<file path="config.mk">
export PLATFORM = sky130hd
export DESIGN_NAME = vga_timing_gen
export DESIGN_NICKNAME = d
export VERILOG_FILES = /design/src/rtl/vga_timing_gen.sv
export SDC_FILE = /design/constraint.sdc
export NUM_CORES = 1
export LEC_CHECK = 0
export ABC_AREA = 1
export BUFFER_PORTS_ARGS = -buffer_cell sky130_fd_sc_hd__clkbuf_2
export CORE_MARGIN = 5
export CORE_UTILIZATION = 50
export DETAILED_ROUTE_END_ITERATION = 16
export PLACE_DENSITY = 0.71
export SLEW_MARGIN = 10
export SYNTH_ARGS = -nofsm -noshare
export SYNTH_HDL_FRONTEND = slang
export SYNTH_SLANG_ARGS = --single-unit
</file>
<file path="constraint.sdc">
create_clock -name clk -period 1.85 [get_ports clk]
set_clock_uncertainty 0.15 [all_clocks]
set_input_delay 0.0925 -clock clk [delete_from_list [all_inputs] [get_ports clk]]
set_output_delay 0.0925 -clock clk [all_outputs]
set_load 0.02 [all_outputs]
</file>
<file path="src/rtl/vga_timing_gen.sv">
// VGA raster timing generator: pixel/line counters, sync/video decode and an
// optional delay line so every raster output shares the same fixed latency.
module vga_timing_gen #(
    parameter int H_ACTIVE = 640,
    parameter int H_FP     = 16,
    parameter int H_SYNC   = 96,
    parameter int H_BP     = 48,
    parameter int V_ACTIVE = 480,
    parameter int V_FP     = 10,
    parameter int V_SYNC   = 2,
    parameter int V_BP     = 33,
    parameter int HS_POL   = 0,
    parameter int VS_POL   = 0,
    parameter int CNT_W    = 10,
    parameter int FC_W     = 8,
    parameter int PIPE_DLY = 0
) (
    input  logic             clk,
    input  logic             reset,
    input  logic             en,
    output logic             hsync,
    output logic             vsync,
    output logic             videoon,
    output logic [CNT_W-1:0] x,
    output logic [CNT_W-1:0] y,
    output logic             line_start,
    output logic             frame_start,
    output logic [FC_W-1:0]  frame_cnt
);

    localparam int H_TOTAL = H_ACTIVE + H_FP + H_SYNC + H_BP;
    localparam int V_TOTAL = V_ACTIVE + V_FP + V_SYNC + V_BP;
    localparam int D_W     = 5 + 2 * CNT_W;

    localparam logic [CNT_W-1:0] H_LAST   = CNT_W'(H_TOTAL - 1);
    localparam logic [CNT_W-1:0] V_LAST   = CNT_W'(V_TOTAL - 1);
    localparam logic [CNT_W-1:0] H_VIS    = CNT_W'(H_ACTIVE);
    localparam logic [CNT_W-1:0] V_VIS    = CNT_W'(V_ACTIVE);
    localparam logic [CNT_W-1:0] HS_START = CNT_W'(H_ACTIVE + H_FP);
    localparam logic [CNT_W-1:0] HS_END   = CNT_W'(H_ACTIVE + H_FP + H_SYNC - 1);
    localparam logic [CNT_W-1:0] VS_START = CNT_W'(V_ACTIVE + V_FP);
    localparam logic [CNT_W-1:0] VS_END   = CNT_W'(V_ACTIVE + V_FP + V_SYNC - 1);
    localparam logic [CNT_W-1:0] CNT_ONE  = CNT_W'(1);
    localparam logic [FC_W-1:0]  FC_ONE   = FC_W'(1);
    localparam logic             HS_ON    = 1'(HS_POL);
    localparam logic             VS_ON    = 1'(VS_POL);

    // Blanked, sync-inactive decode used for reset of every delay stage
    localparam logic [D_W-1:0] IDLE = {~HS_ON, ~VS_ON, 3'b000, {(2 * CNT_W){1'b0}}};

    if ((H_TOTAL - 1) >= (1 << CNT_W) || (V_TOTAL - 1) >= (1 << CNT_W)) begin : g_bad_cnt_w
        $error("vga_timing_gen: CNT_W too small for H_TOTAL/V_TOTAL");
    end
    if (PIPE_DLY < 0 || PIPE_DLY > 8) begin : g_bad_dly
        $error("vga_timing_gen: PIPE_DLY must be 0..8");
    end
    if (H_FP == 0 || H_SYNC == 0 || H_BP == 0 || V_FP == 0 || V_SYNC == 0 || V_BP == 0) begin : g_bad_porch
        $error("vga_timing_gen: porch and sync widths must be non-zero");
    end

    logic [CNT_W-1:0] hc;
    logic [CNT_W-1:0] vc;
    logic [D_W-1:0]   dec;
    logic [D_W-1:0]   pipe_out;
    logic [D_W-1:0]   out_q;
    logic             hs_act;
    logic             vs_act;
    logic             video;

    // Raster position counters; vc steps only at the end of a line
    always_ff @(posedge clk or posedge reset) begin
        if (reset) begin
            hc <= '0;
            vc <= '0;
        end else if (en) begin
            if (hc == H_LAST) begin
                hc <= '0;
                vc <= (vc == V_LAST) ? '0 : vc + CNT_ONE;
            end else begin
                hc <= hc + CNT_ONE;
            end
        end
    end

    // Frame counter is undelayed: it steps on the edge where vc wraps
    always_ff @(posedge clk or posedge reset) begin
        if (reset) begin
            frame_cnt <= '0;
        end else if (en && hc == H_LAST && vc == V_LAST) begin
            frame_cnt <= frame_cnt + FC_ONE;
        end
    end

    // Region decode of the current position
    always_comb begin
        hs_act = (hc >= HS_START) && (hc <= HS_END);
        vs_act = (vc >= VS_START) && (vc <= VS_END);
        video  = (hc < H_VIS) && (vc < V_VIS);
        dec    = {hs_act ? HS_ON : ~HS_ON,
                  vs_act ? VS_ON : ~VS_ON,
                  video,
                  hc == '0,
                  (hc == '0) && (vc == '0),
                  hc,
                  vc};
    end

    if (PIPE_DLY == 0) begin : g_no_dly
        assign pipe_out = dec;
    end else begin : g_dly
        logic [D_W-1:0] stage [PIPE_DLY];

        // Enable-gated shift register carrying the whole decode bundle
        always_ff @(posedge clk or posedge reset) begin
            if (reset) begin
                for (int i = 0; i < PIPE_DLY; i++) begin
                    stage[i] <= IDLE;
                end
            end else if (en) begin
                stage[0] <= dec;
                for (int i = 1; i < PIPE_DLY; i++) begin
                    stage[i] <= stage[i-1];
                end
            end
        end

        assign pipe_out = stage[PIPE_DLY-1];
    end

    // Output register; holding it while en=0 keeps the start strobes high
    always_ff @(posedge clk or posedge reset) begin
        if (reset) begin
            out_q <= IDLE;
        end else if (en) begin
            out_q <= pipe_out;
        end
    end

    assign {hsync, vsync, videoon, line_start, frame_start, x, y} = out_q;

endmodule

</file>
==> out/qor.yml, run 1 <==
cpLargestDelayFamily: "simple AND/OR/NAND/NOR gates"
clock_sink_count: 53
reg2reg_from: "vc[1]$_DFFE_PP0P_"
cts_tree: "done"
post-route-util: 0.5816
die_area_um2: 7126
nFillCells: 523
initial_core_util: 0.5091
avgViaCountPerCell: 5.072
port_buffers: 35
ys_ff_latch: 53
cp_num_buf_inv: 2
antenna_found_initial: 0
clk_pin_slew_ps: 90
ys.flop_type: "dfrtp_1"
gp_congestion: 0.9708
grt-ovfl-total: 0
r2r_cells: 8
fin_crit_sh: 0.9292
grt_max_degree: 37
worstPathCellList: "inv_1, ha_1, inv_1, nor2_4, nand4_4, nor2_2, nand2_1, nand2_1"
drc: 0
maxSlewViolCount: 0
final_layout_size_suffix_gt1_frac: 0.2166
io_pins: 36
final_nets: 383
synth_area_per_cell_um2: 8.365
die_h_um: 84.42
drv_cap: 0
yosysWarnings: 0
synth_seq_area_share: 0.4799
antenna_cells: 0
postSynth.asyncResetShare: 1.000
max_stage_delay_ps: 450
p_leak_nw: 1.614
worstPathMaxFanout: 9
area_delta_synth_final_pct: 14.23
grt_pass1_wl_um: 10520
timing.rr.end: "frame_cnt[5]$_DFFE_PP0P_"
via_count: 2262
max-slew-margin-rel: 0.5960
clkLatencyLatePin_ps: 300
drt_first_pass_iters: 4
h-tree-depth: 2
cp.required_ps: 1950
drt_wl_total_um: 5795
first_global_vias: 2276
cp.depth: 8
final.setup.tns_ps: 0
wl_per_cell_um: 12.99
rows: 27
fp.dieW_um: 84.42
final_cell_mix: "nand2_1 (85), dfrtp_1 (51), clkbuf_2 (35)"
endpoint_kind: "flop"
status: "finished, final reports clean"
hold_viol_final: 0
layout_commonest_cell: "nand2_1"
setup_viol: 0
rsz0062_at_grt: "false"
critPathSlowestCell: "dfrtp_1"
ir_worst_vdd_uv: 376.8
crit_type: "reg -> reg"
crit_arrival_ps: 1820
cts_buffer_depth: 2
holdCritPathClass: "in -> async"
dp_hpwl_um: 4385
syn-cell-area_um2: 2769
core_um2: 5439
tightest_slew_ps: 605.3
syn_inst: 331
clock.fmax_ghz: 0.5817
cts-root-buf: "clkbuf_8"
syn-num-nets: 340
dr.first_iter.drc_count: 105
powerDensity_nw_per_um2: 793.5
grt_use_total: 0.1788
detail-route-antenna-nets: 0
start_kind: "flop"
regToRegSetupSlack_ps: 130
synth_edf_count: 0
post-route-min-period_ps: 1719
cts_buffers: 5
ys_types: 33
[synthesized netlist by cell type (2+ instances only)]
| cell type | n | area (um^2) |
|---|---|---|
| buf_2 | 3 | 15.01 |
| buf_4 | 2 | 15.01 |
| clkbuf_1 | 3 | 11.26 |
| dfrtp_1 | 51 | 1276 |
| dfstp_2 | 2 | 52.55 |
| ha_1 | 6 | 75.07 |
| inv_1 | 32 | 120.1 |
| inv_2 | 4 | 15.01 |
| nand2_1 | 85 | 319.1 |
| nand2_2 | 6 | 37.54 |
| nand2_4 | 2 | 22.52 |
| nand3_1 | 15 | 75.07 |
| nand4_1 | 11 | 68.82 |
| nand4_4 | 2 | 42.54 |
| nor2_1 | 33 | 123.9 |
| nor2_2 | 4 | 25.02 |
| nor2_4 | 6 | 67.56 |
| nor3_1 | 7 | 35.03 |
| o21ai_0 | 24 | 120.1 |
| o21ai_1 | 11 | 55.05 |
| xor2_1 | 10 | 87.58 |
[tightest hold or removal path, delay by kind of cell]
family / cells / cell delay, ps
buffers and inverters: 3 / 940
[registers in the layout, indices dropped and copies added (netlist names)]
name       cells
out_q         25
frame_cnt      8
vc            10
hc            10
[per-layer routing]
metal | wire length [um] | global-route usage | vias to the layer above | share of wire
met5 | 0 | 0 | - | 0
met4 | 87 | 0.05468 | 0 | 0.015
met3 | 172 | 0.03827 | 11 | 0.030
met2 | 2933 | 0.3121 | 29 | 0.51
met1 | 2601 | 0.2221 | 1066 | 0.45
li1 | - | - | 1156 | -
[kinds of logic after synthesis]
group           share of synthesized area
compound gates                    0.07863
xor+xnor                          0.03163
fa+ha+maj                         0.02711
buf+inv                           0.06687
flops                              0.4799
simple gates                       0.3159
[how the worst max path moves through the flow]
stage                                     to              start
CTS                 frame_cnt[3]$_DFFE_PP0P_  vc[0]$_DFFE_PP0P_
floorplan           frame_cnt[3]$_DFFE_PP0P_  vc[0]$_DFFE_PP0P_
finish              frame_cnt[5]$_DFFE_PP0P_  vc[1]$_DFFE_PP0P_
global placement    frame_cnt[3]$_DFFE_PP0P_  vc[0]$_DFFE_PP0P_
global route        frame_cnt[3]$_DFFE_PP0P_  vc[1]$_DFFE_PP0P_
detailed placement  frame_cnt[3]$_DFFE_PP0P_  vc[0]$_DFFE_PP0P_
[what timing repair did]
action,CTS,global route
hold endpoints to repair,52,0
endpoints found under the setup margin,0,6
setup buffers,0,0
hold buffers,2,0
gates resized for setup,0,1
[cell type report]
cell class,instances,area (um^2),share of cell area
repair buffers,43,252.7,0.07991
well taps,72,90.09,0.02848
flip-flops and latches,53,1329,0.4201
multi-input cells,233,1261,0.3987
inverters,38,143.9,0.04549
clock buffers,7,86.33,0.02729
[per-stage QoR]
stage / std cells / hold WS [ps] / total power [W] / setup slack, ps / cell area [um^2]
final: 446 / 157.9 / 0.002510 / 130.9 / 3163
after global routing: 446 / 194.9 / 0.002660 / 0.7223 / 3163
after CTS: 445 / 183.1 / 0.002537 / 89.01 / 3157
after detailed placement: 436 / -52.50 / 0.001882 / 104.8 / 3050
after global placement: 436 / -57.92 / 0.001871 / 129.6 / 3050
after floorplan: 331 / 232.3 / 0.001741 / 248.1 / 2769
[where the power goes]
| part | leakage, nW | internal, W | switching, W | total [W] |
|---|---|---|---|---|
| clock | 0.0443 | 0.000298 | 0.000359 | 0.000656 |
| combinational | 0.919 | 0.000164 | 0.000329 | 0.000493 |
| sequential | 0.651 | 0.00127 | 0.0000938 | 0.00136 |
Note: power is estimated with default switching activity, not from simulation.
==> run 2: changes to the inputs <==
- BUFFER_PORTS_ARGS: -buffer_cell sky130_fd_sc_hd__clkbuf_2 -> -buffer_cell sky130_fd_sc_hd__buf_2
==> run 2 against run 1 <==
  * Die area stayed put
  * Sequential share of layout area is 0.12 points lower
  * Final cell count is 0.22% higher
  * Largest cell class unchanged
  * Highest routed layer unchanged
==> out/qor.yml, run 2 (synthesis results as in run 1) <==
status: "finished, final reports clean"
cts_buffers: 5  # unchanged
area_delta_synth_final_pct: 14.55
detail-route-antenna-nets: 0  # unchanged
regToRegSetupSlack_ps: 160  # +30 ps
clk_pin_slew_ps: 90  # about the same
setup_viol: 0  # unchanged
reg2reg_from: "hc[0]$_DFFE_PP0P_"
cp.required_ps: 1890  # -60 ps
h-tree-depth: 2  # unchanged
timing.rr.end: "frame_cnt[2]$_DFFE_PP0P_"
dp_cells: 436  # unchanged
worstPathMaxFanout: 9  # unchanged
post-route-min-period_ps: 1694  # -25.26 ps
post_cts_buffers: 0  # unchanged
p_leak_nw: 1.617  # +0.21%
antenna_found_initial: 0  # unchanged
regMostFlops: "out_q"
final_cell_mix: "nand2_1 (85), dfrtp_1 (51), buf_2 (35)"
hold_viol_final: 0  # unchanged
drv_cap: 0  # unchanged
die_h_um: 84.42  # unchanged
drc: 0  # unchanged
cts-root-buf: "clkbuf_8"
via_count: 2263  # +0.044%
wl_per_cell_um: 13.06  # +0.53%
clock.fmax_ghz: 0.5904  # +1.5%
nFillCells: 510  # -2.5%
final.setup.tns_ps: 0  # unchanged
initial_core_util: 0.5091  # unchanged
final_layout_size_suffix_gt1_frac: 0.2160  # -0.0005775
die_area_um2: 7126  # unchanged
powerDensity_nw_per_um2: 795.5  # +0.25%
grt_max_degree: 33  # -11%
rsz0062_at_grt: "false"
clkLatencyLatePin_ps: 300  # about the same
ir_worst_vdd_uv: 351.9  # -6.6%
gp_congestion: 0.9933  # +2.3%
drt_first_pass_iters: 4  # unchanged
final_cell_count_no_fill: 447  # +0.22%
drt_wl_total_um: 5839  # +0.76%
top_regs: "out_q (25), hc (10), vc (10)"
fp.dieW_um: 84.42  # unchanged
port_buffers: 35  # unchanged
final_nets: 383  # unchanged
largest_reg_flops: 25  # unchanged
avgViaCountPerCell: 5.063  # -0.18%
cts_buffer_depth: 2  # unchanged
max-slew-margin-rel: 0.6683  # +0.07231
post-route-util: 0.5832  # +0.001611
antenna_cells: 0  # unchanged
cts_tree: "done"
core_um2: 5439  # unchanged
crit_arrival_ps: 1740  # -80 ps
clock_sink_count: 53  # unchanged
dp_hpwl_um: 4436  # +1.2%
fin_crit_sh: 0.9156  # -0.01366
register_area_um2: 1329  # unchanged
grt_pass1_wl_um: 10470  # -0.52%
maxSlewViolCount: 0  # unchanged
endpoint_kind: "flop"
grt_use_total: 0.1796  # +0.0008241
layout_commonest_cell: "nand2_1"
r2r_cells: 8  # unchanged
tightest_slew_ps: 496.8  # -108.5 ps
multiInputGateArea_um2: 1266  # +0.40%
holdCritPathClass: "in -> async"
grt-ovfl-total: 0  # unchanged
start_kind: "flop"
first_global_vias: 2331  # +2.4%
dr.first_iter.drc_count: 115  # +9.5%
io_pins: 36  # unchanged
rows: 27  # unchanged
crit_type: "reg -> reg"
==> run 2: cell count changes in the layout (fill, tap and decap cells not counted) <==
cell      previous run  this run
nor2_2               5         4
nor2_4               6         7
buf_2                0        35
clkbuf_2            35         0
clkbuf_1             1         2
==> run 2: how the worst max path moves through the flow <==
stage	start	end	slack, ps	depth (start not counted)
after floorplan	vc[0]$_DFFE_PP0P_	frame_cnt[3]$_DFFE_PP0P_	250	7
after global placement	vc[0]$_DFFE_PP0P_	frame_cnt[3]$_DFFE_PP0P_	130	7
after detailed placement	vc[0]$_DFFE_PP0P_	frame_cnt[3]$_DFFE_PP0P_	100	7
after CTS	vc[0]$_DFFE_PP0P_	frame_cnt[3]$_DFFE_PP0P_	90	7
after global routing	vc[1]$_DFFE_PP0P_	frame_cnt[3]$_DFFE_PP0P_	20	8
final	hc[0]$_DFFE_PP0P_	frame_cnt[2]$_DFFE_PP0P_	160	8
==> run 2: power breakdown <==
part           internal [W]  switching, W  total, W
clock              0.000306      0.000364  0.000670
combinational      0.000165      0.000338  0.000503
sequential          0.00127     0.0000841   0.00135
total               0.00174      0.000786   0.00252
==> run 2: critical path, cell delays in order, from the launching register on <==
cell and delay, ps:
dfrtp_1 430, ha_1 200, nand2_2 90, nor2_4 150
nand2_4 80, nor2_8 190, nand2_4 90, o21ai_1 130
nand2_1 60
==> run 2: repair_timing <==
item / CTS / global route
gates resized for setup: 0 / 2
hold buffers: 2 / 0
endpoints found under the hold margin: 23 / 0
setup endpoints to repair: 0 / 6
==> run 2: layout make-up <==
type / instances / area share
tap: 72 / 0.02840
timing repair buffer: 43 / 0.07968
inverter: 38 / 0.04536
multi-input combinational: 233 / 0.3992
clock buffer: 8 / 0.02840
sequential: 53 / 0.4189
==> run 2: through the flow <==
| step | instance area, um^2 | power (W) | setup WS [ps] | hold WS (ps) |
|---|---|---|---|---|
| 6_report | 3172 | 0.002523 | 156.2 | 203.0 |
| 5_1_grt | 3172 | 0.002678 | 16.61 | 237.0 |
| 4_1_cts | 3161 | 0.002561 | 89.27 | 212.2 |
| 3_5_place_dp | 3050 | 0.001880 | 100.1 | 0.8398 |
| 3_3_place_gp | 3050 | 0.001872 | 129.1 | -4.856 |
| 2_1_floorplan | 2769 | 0.001741 | 248.1 | 232.3 |
==> run 2: per-layer routing <==
metal | vias to the layer above | global-route usage | routed length, um
met3 | 12 | 0.03631 | 184
met4 | 0 | 0.07050 | 114
met5 | - | 0 | 0
met2 | 33 | 0.3257 | 2983
li1 | 1147 | - | -
met1 | 1071 | 0.2071 | 2555
==> run 3: changes to the inputs <==
==> constraint.sdc (replaced) <==
create_clock -name clk -period 1.85 [get_ports clk]
set_clock_uncertainty 0.15 [all_clocks]
set_input_delay 0.2775 -clock clk [delete_from_list [all_inputs] [get_ports clk]]
set_output_delay 0.2775 -clock clk [all_outputs]
set_load 0.02 [all_outputs]
==> run 3 against run 2 <==
  * Maximum frequency is 0.16% higher
  * Worst hold slack worse by 84 ps
  * Largest power group unchanged
  * Register-to-register slack barely moved
  * Final area up 0.75%
  * Non-clock buffer count unchanged
  * Critical path depth did not move
  * Sequential share of layout area down 0.31 points
  * Sequential power hardly changed
  * Global-route usage rose by 0.41 points
  * Power rose by 6.2%
  * Final cell count unchanged
  * Clock power is 23% higher
==> out/qor.yml, run 3 (synthesis results as in run 1) <==
status: "finished, final reports clean"
layout_commonest_cell: "nand2_1"
regToRegSetupSlack_ps: 160  # about the same
drc: 0  # unchanged
pwr-share-comb: 0.186  # -0.013
dr.first_iter.drc_count: 97  # -16%
tightest_slew_ps: 438.6  # -58.12 ps
min_to: "hc[1]$_DFFE_PP0P_"
first_global_vias: 2299  # -1.4%
clock_sink_count: 53  # unchanged
crit_type: "reg -> reg"
drt_first_pass_iters: 4  # unchanged
use_met2: 0.3379  # +0.01220
rows: 27  # unchanged
cts_buffers: 5  # unchanged
initial_core_util: 0.5091  # unchanged
post_cts_buffers: 0  # unchanged
antenna_found_initial: 0  # unchanged
final.setup.tns_ps: 0  # unchanged
top_regs: "out_q (25), hc (10), vc (10)"
whs_path_depth: 2
p_leak_nw: 1.631  # +0.84%
power.share.clock: 0.307  # +0.041
holdCritPathClass: "in -> reg"
gp_congestion: 0.9932  # about the same
powerDensity_nw_per_um2: 838.8  # +5.4%
worstPathMaxFanout: 6  # -3
clkLatencyLatePin_ps: 310  # about the same
cp.required_ps: 1890  # about the same
max_stage_delay_ps: 440  # about the same
cts_buffer_depth: 2  # unchanged
io_pins: 36  # unchanged
endpoint_kind: "flop"
largest_reg_flops: 25  # unchanged
final_cell_mix: "nand2_1 (85), dfrtp_1 (51), buf_2 (35)"
power.switching_w: 0.0008076  # +2.8%
top_usage_layer: "met2"
grt_use_total: 0.1838  # +0.004120
final_cell_count_no_fill: 447  # unchanged
worstPathCellList: "ha_1, inv_1, nor2_1, nand3_1, nand2_1, nand2_1, nand2_1, o21ai_0"
clock.fmax_ghz: 0.5913  # +0.16%
cts-root-buf: "clkbuf_8"
die_area_um2: 7126  # unchanged
r2r_cells: 8  # unchanged
drv_cap: 0  # unchanged
p_sw_frac: 0.3013  # -0.01013
maxSlewViolCount: 0  # unchanged
detail-route-antenna-nets: 0  # unchanged
clk_pin_slew_ps: 90  # about the same
rsz0062_at_grt: "false"
post-route-util: 0.5875  # +0.004371
regMostFlops: "out_q"
start_kind: "flop"
reg2reg_from: "vc[0]$_DFFE_PP0P_"
fin_crit_sh: 0.9141  # -0.001461
max-slew-margin-rel: 0.7071  # +0.03880
ir_worst_vdd_uv: 411.0  # +17%
die_h_um: 84.42  # unchanged
grt_max_degree: 24  # -27%
antenna_cells: 0  # unchanged
grt_pass1_wl_um: 10690  # +2.1%
dp_hpwl_um: 4677  # +5.4%
cp_common_cell: "nand2_1"
final_layout_size_suffix_gt1_frac: 0.2213  # +0.005333
timing.rr.end: "vc[8]$_DFFE_PP0P_"
post-route-min-period_ps: 1691  # -2.703 ps
setup_viol: 0  # unchanged
hold_path.startpoint: "en"
dp_cells: 437  # +0.23%
via_count: 2294  # +1.4%
drt_wl_total_um: 6169  # +5.7%
met3_usage: 0.03435  # -0.001963
crit_arrival_ps: 1730  # about the same
critPathSlowestCell: "dfrtp_1"
p_int_w: 0.001873  # +7.8%
avgViaCountPerCell: 5.132  # +1.4%
area_delta_synth_final_pct: 15.41
final_nets: 383  # unchanged
core_um2: 5439  # unchanged
fp.dieW_um: 84.42  # unchanged
grt_util_met1: 0.2177  # +0.01061
hold_viol_final: 0  # unchanged
seq_power_share: 0.507  # -0.028
h-tree-depth: 2  # unchanged
cts_tree: "done"
wl_per_cell_um: 13.80  # +5.7%
grt-ovfl-total: 0  # unchanged
port_buffers: 35  # unchanged
==> run 3: cell types whose count changed in the layout (fill, tap and decap cells not counted), sizes merged <==
cell	before	now
bufinv	0	1
dlygate4sd3	2	1
clkbuf	8	7
buf	41	42
==> run 3: worst max-delay path: cells and delay by family, from the launching register on <==
kind,cells,cell delay (ps)
adder cells (fa/ha/maj),1,220
buffers and inverters,1,90
AND/OR/NAND/NOR,5,600
AO/OA/AOI/OAI,1,80
flip-flops,1,440
==> run 3: layout make-up <==
cell class	instances	area, um^2
multi-input combinational	233	1266
tap	72	90.09
timing repair buffer	43	250.2
inverter	38	143.9
clock buffer	7	86.33
fill	494	2243
clock inverter	1	30.03
sequential	53	1329
==> run 3: routing by layer <==
| metal | share of wire | routed length [um] |
|---|---|---|
| met2 | 0.53 | 3258 |
| met3 | 0.040 | 246 |
| met4 | 0.013 | 78 |
| met1 | 0.42 | 2584 |
| met5 | 0 | 0 |
==> run 3: how the worst max path moves through the flow <==
stage                            startpoint                       end  slack [ps]  depth (start not counted)
after floorplan                       reset  frame_cnt[0]$_DFFE_PP0P_         140                          1
after detailed placement  vc[0]$_DFFE_PP0P_  frame_cnt[7]$_DFFE_PP0P_          90                          8
final                     vc[0]$_DFFE_PP0P_         vc[8]$_DFFE_PP0P_         160                          8
after global routing      vc[0]$_DFFE_PP0P_  frame_cnt[3]$_DFFE_PP0P_          10                          8
after global placement    vc[0]$_DFFE_PP0P_  frame_cnt[3]$_DFFE_PP0P_         130                          7
after CTS                 vc[0]$_DFFE_PP0P_  frame_cnt[7]$_DFFE_PP0P_          70                          8
==> run 3: repair_timing <==
item                       4_1_cts  5_1_grt
hold buffers                     1        0
setup endpoints to repair        0        6
gates resized for setup          0        2
hold endpoints to repair        17        0
==> run 3: stage by stage <==
step	setup slack, ps	power [W]	cell area (um^2)	hold WS, ps
2_1_floorplan	139.6	0.001741	2769	351.9
3_3_place_gp	132.2	0.001869	3058	148.9
3_5_place_dp	87.28	0.001888	3058	156.4
4_1_cts	65.15	0.002710	3184	111.5
5_1_grt	12.15	0.002839	3196	114.5
6_report	158.9	0.002680	3196	118.7
==> run 3: power groups by stage <==
stage / registers (W) / logic (W) / clock network, W
6_report: 0.00136 / 0.000499 / 0.000823
5_1_grt: 0.00138 / 0.000562 / 0.000897
4_1_cts: 0.00136 / 0.000508 / 0.000841
3_5_place_dp: 0.00138 / 0.000505 / 0
3_3_place_gp: 0.00138 / 0.000491 / 0
2_1_floorplan: 0.00142 / 0.000317 / 0
